## src/rtl/button_debouncer.sv

```systemverilog
// Per-channel button debouncer: two-flop synchronizer, a per-channel 24-bit
// acceptance counter, and registered one-cycle rise/fall pulses.
module button_debouncer #(
    parameter int unsigned WIDTH           = 8,
    parameter logic [23:0] DEBOUNCE_CYCLES = 24'd100_000
) (
    input  logic             clk,
    input  logic             rst_n,
    input  logic             ena,
    input  logic [WIDTH-1:0] btn_in,
    output logic [WIDTH-1:0] btn_level,
    output logic [WIDTH-1:0] btn_rise,
    output logic [WIDTH-1:0] btn_fall
);

    localparam logic [23:0] LAST_COUNT = DEBOUNCE_CYCLES - 24'd1;

    logic [WIDTH-1:0] r_sync1;
    logic [WIDTH-1:0] r_sync2;
    logic [WIDTH-1:0] r_level;
    logic [WIDTH-1:0] r_rise;
    logic [WIDTH-1:0] r_fall;
    logic [23:0]      r_cnt [WIDTH];

    always_ff @(posedge clk or negedge rst_n) begin
        if (!rst_n) begin
            r_sync1 <= '0;
            r_sync2 <= '0;
            r_level <= '0;
            r_rise  <= '0;
            r_fall  <= '0;
            for (int unsigned i = 0; i < WIDTH; i++) begin
                r_cnt[i] <= '0;
            end
        end else begin
            // Synchronizers keep sampling even while disabled.
            r_sync1 <= btn_in;
            r_sync2 <= r_sync1;
            for (int unsigned i = 0; i < WIDTH; i++) begin
                r_rise[i] <= 1'b0;
                r_fall[i] <= 1'b0;
                if (!ena || (r_sync2[i] == r_level[i])) begin
                    r_cnt[i] <= '0;
                end else if (r_cnt[i] == LAST_COUNT) begin
                    r_level[i] <= r_sync2[i];
                    r_rise[i]  <= r_sync2[i];
                    r_fall[i]  <= ~r_sync2[i];
                    r_cnt[i]   <= '0;
                end else begin
                    r_cnt[i] <= r_cnt[i] + 24'd1;
                end
            end
        end
    end

    assign btn_level = r_level;
    assign btn_rise  = r_rise;
    assign btn_fall  = r_fall;

endmodule

```

## config.mk

```make
export PLATFORM = sky130hd
export DESIGN_NAME = button_debouncer
export DESIGN_NICKNAME = d
export VERILOG_FILES = /design/src/rtl/button_debouncer.sv
export SDC_FILE = /design/constraint.sdc
export NUM_CORES = 1
export LEC_CHECK = 0
export BUFFER_PORTS_ARGS = -buffer_cell sky130_fd_sc_hd__buf_4
export CORE_ASPECT_RATIO = 1.2
export CORE_MARGIN = 4
export CORE_UTILIZATION = 60
export DETAILED_ROUTE_END_ITERATION = 16
export PLACE_DENSITY = 0.77
export SLEW_MARGIN = 20
export SYNTH_ARGS = -nofsm -noshare
export SYNTH_HDL_FRONTEND = slang
export SYNTH_SLANG_ARGS = --single-unit
```

## constraint.sdc

```tcl
create_clock -name clk -period 2.85 [get_ports clk]
set_input_delay 0.285 -clock clk [delete_from_list [all_inputs] [get_ports clk]]
set_output_delay 0.285 -clock clk [all_outputs]
set_load 0.02 [all_outputs]
```

; After elaboration in Yosys (flattened, before gate mapping)
; Cells that the tools add are included.
[word_totals]
register_bits = 232
in_bits = 11
elab_cells = 125
[classes]
reduce_logical = 17
n_bitwise = 16
n_eq_ne = 16
add_sub_neg = 8
muxes = 48
[ops]
columns = operator, n
row1 = $mux W24, 16
row2 = $add A24 B1 Y24 const B, 8
row3 = $eq A24 B17 Y1 const B, 8
row4 = $mux W1, 32
row5 = $not A1 Y1, 16
row6 = $reduce_and A2 Y1, 8
row7 = $eq A1 B1 Y1, 8
row8 = $logic_or A1 B1 Y1, 8
row9 = $logic_not A1 Y1, 1

; Depth between registers and ports, before layout
[logic_depth]
depth_word = 4
depth_mapped = 7

; Worst setup path before layout
; OpenSTA, ideal clock, no wires.
[synth_path]
path_kind = register -> register
from = register r_cnt[120] in the netlist's numbering
to = register r_cnt[138] in the netlist's numbering
path_buffers = 1
path_slack_ps = 756
required_ps = 2777
path_stages_with_launch = 7
arrival_ps = 2021
path_cell_list = dfrtp_1 ha_1 inv_1 or4_4 buf_6 or4_4 a21oi_2
[synth_via]
elab_chain_len = 3
word_cells_on_any_way = 4
cone_classes = add/sub (1) / eq/ne (1) / mux (2)
[synth_rtl]
columns = element, line_no
row1 = from (decl), 23  ; logic [23:0] r_cnt [WIDTH];
row2 = "from (signal, indexed assignment)", 50  ; r_cnt[i] <= r_cnt[i] + 24'd1;
row3 = $add A24 B1 Y24 / $eq A24 B17 Y1 (equally long branches), "50, 44"
row4 = $mux W24 (*), 44  ; end else if (r_cnt[i] == LAST_COUNT) begin
row5 = $mux W24 (*), 42  ; if (!ena || (r_sync2[i] == r_level[i])) begin
; Mark *: on every way between the ends. The rest lies on a longest branch, timed or not.
; A chain may end at the register's enable or synchronous reset.

; Worst setup path in the final report
[layout_path]
from = register r_cnt[115] in the netlist's numbering
to = register r_cnt[111] in the netlist's numbering
[layout_via]
elab_chain_len = 3
[layout_rtl]
columns = element, line_no
row1 = $eq A24 B17 Y1, 44
row2 = $mux W24, 44
row3 = $mux W24, 42
; No other way between the ends.

==> results.md <==
- CTS tree: built
- Die footprint: 20,800 um^2
- Post-synth net total: roughly 1,200
- Final global-route overflow total: 0
- Sequential fraction of the synthesis area: 52.1%
- Total number of vias: around 8,700
- Number of pins with negative max-slew slack in the final report: 0
- Classification of the worst setup path: flip-flop to flip-flop
- Number of nets with antenna violations after detailed routing: 0
- Clock Sink Count: 232
- Post-route cell area: roughly 12,000 um^2
- Proportion of synthesized flip-flops having asynchronous set or reset: between 90% and 100%
- Pin count of the biggest net entering global routing: 79
- Initial Utilization: between 60% and 70%
- Total detailed-routing wirelength: 22,100 um
- Remaining routing DRC violations: 0
- Post-layout total power: roughly 0.0064 W
- Number of global-route vias before repair: around 8,500
- Area of the multi-input gates: between 5000 and 6000 um^2
- Dominant register cell in the synthesized netlist: dfrtp_1
- RePlAce Congestion: around 0.86
- Top-level port count: 35
- Sequential cell area: just under 6000 um^2
- Layout overhead on the synthesized area: 11.7%
- Final hold violation count: 0
- Syn Inst Count: 1,145
- Global-route wire length before repair: around 39,000 um
- Height of the die: 157 um
- Final Net Count: 1,208
- Post-Route Setup TNS: 0 ns
- First-pass DRT Iterations: 5
- Diode count: 0
- Number of distinct library cell variants in the gate-level netlist after synthesis: 47
- Clock latency at the later pin of the worst-skew pair: roughly 0.50 ns
- Final critical-path required period: between 2 and 2.5 ns
- Clock-pin slew of the registers on the worst-case setup and hold paths: approximately 0.060 ns
- Relative slew slack: between 50% and 60%
- Startpoint of the most critical hold path: ena
- 1st-iter DRT viols: 721
- Synth Cell Area: about 11,000 um^2
- Total of cells resized after clock tree synthesis: 0
- Path category of the worst min-delay check: input pin to flip-flop
- Number of enable flip-flop cells after synthesis: 0
- Cell Pwr Density: about 510 nW/um^2
- Antenna violations before repair: 0
- Share of layout cells above drive strength 1: ~8.5%
- Start point of the critical path: r_cnt[115]$_DFF_PN0_
- Layout Skew: around 0.0094 ns
- Leakage: 4.92 nW
- Layout fillers: 1,396
- Dpl hpwl: about 15,000 um
- Yosys reg bits: about 230
- Buffers on Ports: 34
- Run status: completed
- Number of buffers inserted during clock tree synthesis: 23
- Post-DR vias/cell: 6.07
- Signal arrival time at the worst endpoint: approximately 2.7 ns
- Kind of start point of the critical path: flip-flop
- Total Routing Usage GR: ~22%
- Placed instance area: approximately 12,000 um^2
- Die boundary width: ~130 um
- Max frequency: approximately 430 MHz
- Final critical-path share of the clock period: between 80% and 90%
- Sort of element at the end of the critical path: flip-flop
- Number of warnings issued by yosys: 0
- CTS root buf: clkbuf_16
- FF-to-FF Start: r_cnt[115]$_DFF_PN0_
- # H-tree levels: 1
- Unrepaired setup endpoints after global routing: false
- Required @ worst endpoint: 3.23 ns
- Bufs on Longest Clock Path: 3
- Setup violators final: 0
- Transition time at the pin with the least slew margin: ~0.63 ns
- Number of maximum-capacitance constraint violations: 0
- Maximum vdd drop: 0.000549 V
- Final routed wire length divided by cell count: 15.5 um
- Crit path max fanout: 16
- Placeable Area: between 15,000 and 20,000 um^2
- Row Count: 54
- Final design utilization: 68.3%
- Mapped Avg Cell Area: between 9 and 10 um^2
==> cell usage after synthesis, drive strengths merged (2+ instances only) <==
| master | instances | area share, % |
|---|---|---|
| nand4 | 52 | 3.3 |
| ha | 8 | 0.90 |
| nor4b | 4 | 0.31 |
| nand3 | 68 | 3.1 |
| dfrtp | 232 | 52 |
| clkbuf | 24 | 0.83 |
| xnor2 | 69 | 5.4 |
| o21ai | 55 | 2.5 |
| nor4 | 41 | 2.3 |
| and3 | 16 | 0.90 |
| o31ai | 22 | 1.5 |
| a31o | 2 | 0.16 |
| nand2 | 73 | 2.5 |
| a21oi | 71 | 3.3 |
| mux2 | 5 | 0.50 |
| or3 | 59 | 3.3 |
| and4 | 20 | 1.6 |
| nor2 | 134 | 4.5 |
| nand2b | 3 | 0.17 |
| buf | 14 | 0.68 |
| and4b | 2 | 0.18 |
| nor3 | 33 | 1.5 |
| o41ai | 4 | 0.31 |
| and2 | 5 | 0.28 |
| inv | 38 | 1.3 |
| or4 | 39 | 2.7 |
| xor2 | 41 | 3.2 |
==> worst paths after layout <==
kind	to	slack, ns	cells after the start
worst min register to register	r_sync2[1]$_DFF_PN0_	0.35	0
worst max-delay path	r_cnt[111]$_DFF_PN0_	0.55	5
max in group asynchronous	r_cnt[7]$_DFF_PN0_	1.70	3
worst max register to register	r_cnt[111]$_DFF_PN0_	0.55	5
min in group asynchronous	r_cnt[42]$_DFF_PN0_	0.31	2
worst min-delay path	btn_rise[6]$_DFF_PN0_	0.18	3
==> cell usage in the layout (no fill, tap or decap), types with 45 or more instances in the layout <==
cell type and instances:
dfrtp_1 232, nor2_1 134, nand2_1 73, xnor2_1 69, a21oi_1 69, nand3_1 67
or3_1 59, o21ai_0 54, nand4_1 47, buf_4 45
==> critical path, stage by stage (launching register included) <==
cell	delay [ns]
dfrtp_1	0.42
or4_1	0.53
nor4_1	0.51
a211o_1	0.37
buf_4	0.27
nor2_1	0.08
==> cell families after synthesis <==
family | count (synthesis) | synth area share (%)
flip-flops | 232 | 52.1
adder cells (fa/ha/maj) | 8 | 0.898
AND/OR/NAND/NOR | 554 | 26.9
buffers and inverters | 76 | 2.79
AO/OA/AOI/OAI | 160 | 8.18
XOR/XNOR | 110 | 8.64
multiplexers | 5 | 0.505
==> final cells by class <==
cell class | instances | area share [%]
Sequential cell | 232 | 46.6
Multi-Input combinational cell | 837 | 40.5
Clock buffer | 35 | 5.54
Timing Repair Buffer | 57 | 3.88
Tap cell | 224 | 2.25
Inverter | 38 | 1.14
Clock inverter | 3 | 0.120
==> power by group <==
| group | leakage [nW] | internal (W) | switching (W) |
|---|---|---|---|
| registers | 3.19 | 0.00332 | 0.0000258 |
| clock network | 0.351 | 0.00165 | 0.00119 |
| logic | 1.38 | 0.0000624 | 0.000154 |
| total | 4.92 | 0.00504 | 0.00137 |
==> flip-flops by register name, indices dropped and copies added (netlist names) <==
| name | flops |
|---|---|
| btn_level | 8 |
| r_cnt | 192 |
| r_sync1 | 8 |
| btn_rise | 8 |
| btn_fall | 8 |
| r_sync2 | 8 |
==> metrics by stage <==
stage | setup slack, ns | instances | hold slack (ns)
detailed placement | 0.566 | 1379 | 0.298
floorplan | 0.756 | 1145 | -0.0106
global placement | 0.622 | 1379 | 0.293
finish | 0.546 | 1426 | 0.183
global route | 0.361 | 1426 | 0.182
CTS | 0.560 | 1426 | 0.158
==> layer usage <==
metal | wire (um) | track usage [%] | vias to the layer above | part of all wire (%)
met5 | 0 | 0 | - | 0
met4 | 408 | 5.59 | 0 | 1.8
met3 | 840 | 2.78 | 38 | 3.8
met1 | 10100 | 29.2 | 4209 | 45
li1 | - | - | 4244 | -
met2 | 10800 | 37.7 | 162 | 49
==> timing repair <==
item	CTS	global route
hold endpoints to repair	82	0
setup buffers	0	0
hold buffers	9	0
No activity file was read; power rests on OpenSTA's default activity.
